==> src/rtl/kitchen_timer_ctrl.sv <==
// Kitchen timer countdown controller: one-second prescaler plus a BCD MM:SS
// sequencer with set, run, pause and alarm phases.
module kitchen_timer_ctrl #(
  parameter int TICKS_PER_SEC = 50000000,
  parameter int ALARM_SECS    = 30
) (
  input  logic       clk,
  input  logic       rst,
  input  logic       btn_start,
  input  logic       btn_min,
  input  logic       btn_sec,
  input  logic       btn_clear,
  output logic [7:0] min_bcd,
  output logic [7:0] sec_bcd,
  output logic [1:0] state,
  output logic       running,
  output logic       alarm,
  output logic       tick
);

  localparam logic [1:0] S_IDLE  = 2'd0;
  localparam logic [1:0] S_RUN   = 2'd1;
  localparam logic [1:0] S_PAUSE = 2'd2;
  localparam logic [1:0] S_ALARM = 2'd3;

  localparam int PW = (TICKS_PER_SEC > 1) ? $clog2(TICKS_PER_SEC) : 1;
  localparam int AW = (ALARM_SECS > 1) ? $clog2(ALARM_SECS + 1) : 1;
  localparam logic [PW-1:0] PRESC_MAX = PW'(TICKS_PER_SEC - 1);
  localparam logic [AW-1:0] ALARM_LAST = AW'(ALARM_SECS - 1);

  // Two-digit BCD step; max_tens bounds the tens digit (5 for seconds, 9 for minutes).
  function automatic logic [7:0] bcd_inc(input logic [7:0] v, input logic [3:0] max_tens);
    if (v[3:0] == 4'd9)
      bcd_inc = (v[7:4] == max_tens) ? 8'h00 : {v[7:4] + 4'd1, 4'd0};
    else
      bcd_inc = {v[7:4], v[3:0] + 4'd1};
  endfunction

  function automatic logic [7:0] bcd_dec(input logic [7:0] v, input logic [3:0] max_tens);
    if (v[3:0] == 4'd0)
      bcd_dec = (v[7:4] == 4'd0) ? {max_tens, 4'd9} : {v[7:4] - 4'd1, 4'd9};
    else
      bcd_dec = {v[7:4], v[3:0] - 4'd1};
  endfunction

  logic [PW-1:0] presc_q, presc_d;
  logic [AW-1:0] acnt_q, acnt_d;
  logic [1:0]    state_d;
  logic [7:0]    min_d, sec_d;
  logic [7:0]    min_dec, sec_dec;
  logic          wrap;

  assign wrap    = ((state == S_RUN) || (state == S_ALARM)) && (presc_q == PRESC_MAX);
  assign sec_dec = bcd_dec(sec_bcd, 4'd5);
  assign min_dec = (sec_bcd == 8'h00) ? bcd_dec(min_bcd, 4'd9) : min_bcd;

  always_comb begin
    // NOTE: every signal gets a default before the case so no path leaves one unassigned (no latches).
    state_d = state;
    min_d   = min_bcd;
    sec_d   = sec_bcd;
    acnt_d  = acnt_q;
    case (state)
      S_IDLE: begin
        if (btn_clear) begin
          min_d = 8'h00;
          sec_d = 8'h00;
        end else if (btn_start) begin
          if ((min_bcd != 8'h00) || (sec_bcd != 8'h00)) state_d = S_RUN;
        end else begin
          if (btn_min) min_d = bcd_inc(min_bcd, 4'd9);
          if (btn_sec) sec_d = bcd_inc(sec_bcd, 4'd5);
        end
      end
      S_RUN: begin
        if (btn_clear) begin
          state_d = S_IDLE;
          min_d   = 8'h00;
          sec_d   = 8'h00;
        end else begin
          if (btn_start) state_d = S_PAUSE;
          if (wrap) begin
            min_d = min_dec;
            sec_d = sec_dec;
            // Reaching 00:00 overrides a simultaneous pause request.
            if ((min_dec == 8'h00) && (sec_dec == 8'h00)) begin
              state_d = S_ALARM;
              acnt_d  = '0;
            end
          end
        end
      end
      S_PAUSE: begin
        if (btn_clear) begin
          state_d = S_IDLE;
          min_d   = 8'h00;
          sec_d   = 8'h00;
        end else if (btn_start) begin
          state_d = S_RUN;
        end
      end
      default: begin
        if (btn_clear || btn_start) begin
          state_d = S_IDLE;
        end else if (wrap) begin
          if (acnt_q == ALARM_LAST) state_d = S_IDLE;
          else                      acnt_d  = acnt_q + AW'(1);
        end
      end
    endcase
  end

  // The prescaler freezes on the pause edge and on the resume edge, so a resumed
  // count reaches its next tick after exactly the remaining cycles.
  always_comb begin
    presc_d = presc_q;
    if (state_d == S_IDLE)
      presc_d = '0;
    else if (wrap)
      presc_d = '0;
    else if (((state == S_RUN) && (state_d == S_RUN)) || (state == S_ALARM))
      presc_d = presc_q + PW'(1);
  end

  // NOTE: sequential state uses non-blocking assignments so every register samples pre-edge values.
  always_ff @(posedge clk or posedge rst) begin
    if (rst) begin
      state   <= S_IDLE;
      min_bcd <= 8'h00;
      sec_bcd <= 8'h00;
      presc_q <= '0;
      acnt_q  <= '0;
      running <= 1'b0;
      alarm   <= 1'b0;
      tick    <= 1'b0;
    end else begin
      state   <= state_d;
      min_bcd <= min_d;
      sec_bcd <= sec_d;
      presc_q <= presc_d;
      acnt_q  <= acnt_d;
      running <= (state_d == S_RUN);
      alarm   <= (state_d == S_ALARM);
      tick    <= wrap;
    end
  end

endmodule
==> config.mk <==
export PLATFORM = sky130hd
export DESIGN_NAME = kitchen_timer_ctrl
export DESIGN_NICKNAME = d
export VERILOG_FILES = /design/src/rtl/kitchen_timer_ctrl.sv
export SDC_FILE = /design/constraint.sdc
export NUM_CORES = 1
export LEC_CHECK = 0
export CAP_MARGIN = 20
export CORE_MARGIN = 2
export CORE_UTILIZATION = 50
export CTS_CLUSTER_DIAMETER = 120
export CTS_CLUSTER_SIZE = 24
export DETAILED_ROUTE_END_ITERATION = 10
export PLACE_DENSITY = 0.77
export SETUP_SLACK_MARGIN = 0.5
export SYNTH_ARGS = -nofsm -noshare
export SYNTH_HDL_FRONTEND = slang
export SYNTH_SLANG_ARGS = --single-unit
==> constraint.sdc <==
create_clock -name clk -period 3.9 [get_ports clk]
set_clock_uncertainty 0.05 [all_clocks]
set_input_delay 0.78 -clock clk [delete_from_list [all_inputs] [get_ports clk]]
set_output_delay 0.78 -clock clk [all_outputs]
set_load 0.01 [all_outputs]
# ---- After elaboration in Yosys (flattened, before gate mapping)
# Cells that the tools add are included.
dict set report classes {
  n_reduce_logical 26
  eq_ne 22
  muxes 45
  add_sub_neg 10
  bitwise 1
}
# cell count
set op_table {}
lappend op_table {{$mux 8} 20}
lappend op_table {{$mux 26} 3}
lappend op_table {{$pmux 8 s3} 2}
lappend op_table {{$mux 5} 6}
lappend op_table {{$add 26x1->26 const B} 1}
lappend op_table {{$eq 26x26->1 const B} 1}
lappend op_table {{$logic_not 8->1} 3}
lappend op_table {{$mux 2} 12}
lappend op_table {{$ne 3x3->1 const B} 6}
lappend op_table {{$reduce_and 6->1} 3}
lappend op_table {{$add 4x1->4 const B} 4}
lappend op_table {{$logic_not 4->1} 4}
lappend op_table {{$reduce_bool 8->1} 2}
lappend op_table {{$sub 4x1->4 const B} 4}
lappend op_table {{$eq 4x4->1 const B} 3}
lappend op_table {{$pmux 5 s2} 1}
lappend op_table {{$reduce_and 5->1} 2}
lappend op_table {{$ne 2x2->1 const B} 4}
lappend op_table {{$eq 2x2->1 const B} 3}
lappend op_table {{$pmux 2 s3} 1}
lappend op_table {{$reduce_bool 3->1} 2}
lappend op_table {{$add 5x1->5 const B} 1}
lappend op_table {{$eq 5x5->1 const B} 1}
lappend op_table {{$eq 2x1->1 const B} 2}
lappend op_table {{7 further kinds} 13}
dict set report word_totals {
  input_bits 6
  reg_bits 52
  output_inout_bits 21
  word_cells 114
}

# ---- Longest topological paths before layout
dict set report depth {
  depth_word 16
  depth_mapped 12
  depth_no_buf 10
}

# ---- Worst setup path after synthesis
# OpenSTA, ideal clock, no wires.
dict set report synth_timing {
  path_kind {flip-flop to flip-flop}
  from {register sec_bcd[0]}
  to {register presc_q[6]}
  arrival_time_ps 2936
  setup_slack_ps 837
  setup_ps 77
  stages_incl_launch_ff 12
  path_buffers 1
  period_less_slack_ps 3063
  required_ps 3773
  cell_sequence {dfrtp_1 inv_1 ha_1 or4_1 nor3_1 o2111ai_1 and4bb_4 a31oi_4 o21a_4 buf_6 or4_1 a21oi_1}
}
dict set report synth_via {
  elab_chain_cells 12
  elab_cells_between_ends 23
  classes_between {add/sub (1); eq/ne (1); mux (10); reduce/logical (11)}
}
# element line
set synth_lines {}
lappend synth_lines {{start: declaration} 14} ;# output logic [7:0] sec_bcd,
lappend synth_lines {{start signal: assignment} 130} ;# sec_bcd <= 8'h00;
lappend synth_lines {{start signal: assignment} 139} ;# sec_bcd <= sec_d;
lappend synth_lines {{$sub 4x1->4 (tied with other cells)} 43} ;# bcd_dec = {v[7:4], v[3:0] - 4'd1};
lappend synth_lines {{$mux 8, on equally long branches} {40, 55}}
lappend synth_lines {{$logic_not 8->1} 86} ;# if ((min_dec == 8'h00) && (sec_dec == 8'h00)) begin
lappend synth_lines {{$logic_and 1x1->1} 86}
lappend synth_lines {{$mux 2} 86}
lappend synth_lines {{$mux 2} 82} ;# if (wrap) begin
lappend synth_lines {{$mux 2} 76} ;# if (btn_clear) begin
lappend synth_lines {{$pmux 2 s3 *} 63} ;# case (state)
lappend synth_lines {{$eq 2x1->1} 121} ;# else if (((state == S_RUN) && (state_d == S_RUN)) || (state == S_ALARM))
lappend synth_lines {{$logic_and 1x1->1} 121}
lappend synth_lines {{$logic_or 1x1->1} 121}
lappend synth_lines {{$reduce_bool 3->1 (no source line)} -}
lappend synth_lines {{end signal: assignment} 140} ;# presc_q <= presc_d;
lappend synth_lines {{end: declaration} 46} ;# logic [PW-1:0] presc_q, presc_d;
# Mark *: on every way between the ends. The rest lies on a longest branch, timed or not.
# A chain may end at the register's enable or synchronous reset.

# ---- Final worst setup path
dict set report layout_timing {
  from {register sec_bcd[4]}
  to {register presc_q[17]}
}
dict set report layout_via {
  elab_chain_cells 13
  elab_cells_between_ends 24
  classes_between {add/sub (1); eq/ne (1); mux (11); reduce/logical (11)}
}
# element line
set layout_lines {}
lappend layout_lines {{$sub 4x1->4 or $logic_not 4->1 (tied branches)} 41} ;# bcd_dec = (v[7:4] == 4'd0) ? {max_tens, 4'd9} : {v[7:4] - 4'd1, 4'd9};
lappend layout_lines {{$mux 8} 41}
lappend layout_lines {{$mux 8} 40} ;# if (v[3:0] == 4'd0)
lappend layout_lines {{$logic_not 8->1} 86}
lappend layout_lines {{$logic_and 1x1->1} 86}
lappend layout_lines {{$mux 2} 86}
lappend layout_lines {{$mux 2} 82}
lappend layout_lines {{$mux 2} 76}
lappend layout_lines {{$pmux 2 s3 *} 63}
lappend layout_lines {{$eq 2x1->1} 121}
lappend layout_lines {{$logic_and 1x1->1} 121}
lappend layout_lines {{$logic_or 1x1->1} 121}
lappend layout_lines {{$reduce_bool 3->1 (no source line)} -}
# Marked as above.

==> impl_metrics.tcl <==
set metrics [dict create \
    status "finished, final reports clean" \
    cts_tree "yes" \
    io_pins 27 \
    htreeDepth 2 \
    min_period_ns 3.30 \
    fin_crit_sh_pct 84.7 \
    grt-ovfl-total 0 \
    die_y_um 92.4 \
    cts_buffers 5 \
    pwr-share-comb_pct 57.6 \
    synth_top_area_share_pct 33.3 \
    hp-class "flip-flop to flip-flop" \
    relSlewSlack_pct 54.7 \
    final_antenna_net_count 0 \
    hold_viol 0 \
    cts-root-buf "clkbuf_8" \
    ys_ff_latch 52 \
    synth_edf_count 0 \
    layout_commonest_cell "dfrtp_1" \
    dp_cells 571 \
    holdBufCountCts 0 \
    crit_fanout 14 \
    antenna_found_initial 0 \
    synthTopCellsByArea "dfrtp_1 33%, ha_1 7.0%, a21oi_1 5.1%" \
    rsz0062_at_grt "true" \
    clock_path_buffers 2 \
    swShare_pct 46.6 \
    grt_pass1_vias 3530 \
    grtUsageTotal_pct 23.2 \
    final_cell_mix "49 x dfrtp_1, 40 x a21oi_1, 39 x nor2_1, 39 x o21ai_0, 33 x nand2_1" \
    p_int_mw 1.29 \
    gp_congestion 0.927 \
    synth_top_cell_by_area "dfrtp_1" \
    yosys.area_share.simple_pct 27.4 \
    post-place-ws_ns 0.360 \
    synth_seq_area_share_pct 33.3 \
    synthToLayoutAreaGrowth_pct 13.7 \
    finalNetCount 510 \
    clk_pin_slew_ns 0.10 \
    tightestPinTransition_ns 0.674 \
    p_clk_share_pct 13.5 \
    routed_via_density 6.27 \
    core-area_um2 7650 \
    sequentialPowerShare_pct 28.9 \
    cp.arrival_ns 3.50 \
    synth_xor_area_share_pct 1.57 \
    synth_fp_nets 483 \
    critPathCaptureType "flip-flop" \
    critPathRequiredTime_ns 4.10 \
    critPathKind "flip-flop to flip-flop" \
    die_w_um 92.4 \
    synth.cell_area_um2 3910 \
    grt_pass1_wl_um 16400 \
    p_leak_nw 1.65 \
    yosys.area_share.adder_pct 7.05 \
    drv_slew 0 \
    drive_above_1_share_pct 12.2 \
    synth_warnings 0 \
    dr.pass1.iters 4 \
    power_density_nw_per_um2 545 \
    p_switching_mw 1.13 \
    hold_ws_ns 0.509 \
    maxCapViolCount 0 \
    fmax_ghz 0.303 \
    dieArea_um2 8540 \
    syn_inst 455 \
    wl_per_cell_um 16.9 \
    row_count 32 \
    drtIter0Drc 332 \
    ys_types 73 \
    fin_cells 585 \
    clk_latency_ns 0.32 \
    synthArstFlopShare_pct 100 \
    synth_compound_area_share_pct 23.8 \
    layout_setup_ws_ns 0.598 \
    port_buffers 26 \
    setup_viol 0 \
    fill_cells 672 \
    syn_area_per_cell_um2 8.59 \
    antenna_cells 0 \
    peakVddDrop_v 0.000537 \
    grt_max_degree 35 \
    drt_drc_violations_left 0 \
    clkSinkCount 52 \
    synth_top_family_by_area "simple AND/OR/NAND/NOR gates" \
    muxShareOfSynthArea_pct 1.89 \
    synthFlopType "dfrtp_1" \
    setup_tns_ns 0 \
    route.vias.total 3667 \
    wl_um 9900 \
    start_util_pct 51.1 \
    dpl.hpwl_um 6940 \
    startpoint_type "flip-flop" \
]
logic make-up after synthesis:
group           count (synthesis)
simple gates                  184
compound gates                140
flops                          52
buf+inv                        43
fa+ha+maj                      22
xor+xnor                        7
mux                             7
cells in the mapped netlist (4+ instances only):
| library cell | instances |
|---|---|
| clkbuf_1 | 7 |
| or4_1 | 6 |
| ha_1 | 22 |
| or2_2 | 4 |
| inv_1 | 25 |
| buf_2 | 7 |
| nor3_1 | 11 |
| and2_1 | 6 |
| nand3_1 | 18 |
| nor4_1 | 5 |
| xnor2_1 | 5 |
| dfrtp_1 | 52 |
| o22ai_1 | 7 |
| nor2_1 | 39 |
| mux2i_1 | 4 |
| nand2_1 | 33 |
| o31ai_1 | 9 |
| o21ai_0 | 39 |
| a21oi_1 | 40 |
| nand4_1 | 6 |
| and3_1 | 5 |
| or3_1 | 19 |
| a211oi_1 | 6 |
worst max-delay path, stage by stage, from the launching register on:
cell and delay [ns]:
dfrtp_2 0.47, inv_1 0.19, ha_4 0.21, nor4bb_1 0.23, buf_4 0.23, xnor2_1 0.14
o2111ai_1 0.17, and4bb_4 0.46, a31oi_4 0.14, o21a_4 0.28, or4_1 0.51, a21oi_1 0.15
final timing paths:
kind,start,end,slack [ns],depth (start not counted)
worst max-delay path,sec_bcd[4],presc_q[17],0.60,11
worst min-delay path,acnt_q[4],acnt_q[4],0.51,2
worst max register to register,sec_bcd[4],presc_q[17],0.60,11
worst min register to register,acnt_q[4],acnt_q[4],0.51,2
max in group asynchronous,rst,acnt_q[1],2.23,3
min in group asynchronous,rst,presc_q[15],0.82,2
power groups by stage:
stage	Sequential (mW)	Combinational, mW	Clock, mW
final	0.699	1.40	0.327
after global routing	0.712	1.52	0.355
after CTS	0.697	1.29	0.335
after detailed placement	0.705	1.26	0
after global placement	0.699	1.23	0
after floorplan	0.693	0.920	0
area by class of cell:
class	instances	area, µm²	area share [%]
multi-input combinational	361	2480	55.9
tap	102	128	2.87
timing repair buffer	37	343	7.72
clock inverter	3	22.5	0.507
sequential	52	1310	29.4
inverter	25	93.8	2.11
clock buffer	5	68.8	1.55
layer usage:
layer,global-route usage (%),wire [µm],vias up,part of all wire (%)
met2,38.4,4830,113,49
met5,0,0,-,0
met4,7.34,198,0,2.0
li1,-,-,1753,-
met3,3.42,470,21,4.7
met1,31.5,4400,1780,44
metrics by stage:
stage | power, mW | cell area [µm²] | utilization, %
after global placement | 1.92 | 4240 | 55.4
final | 2.42 | 4440 | 58.1
after detailed placement | 1.96 | 4240 | 55.4
after CTS | 2.32 | 4350 | 56.9
after floorplan | 1.61 | 3910 | -
after global routing | 2.59 | 4440 | 58.1
flip-flops by register name, indices dropped and copies added, names as in the netlist:
name and count:
presc_q 26, min_bcd 8, sec_bcd 8, acnt_q 5, state 2, alarm 1, running 1, tick 1
repair_timing:
item / 4_1_cts / 5_1_grt
hold endpoints to repair: 0 / 0
resized for setup: 5 / 11
cloned: 0 / 1
pin swaps: 0 / 2
setup buffers: 0 / 5
setup endpoints to repair: 6 / 22
(Power assumes the default switching activity.)
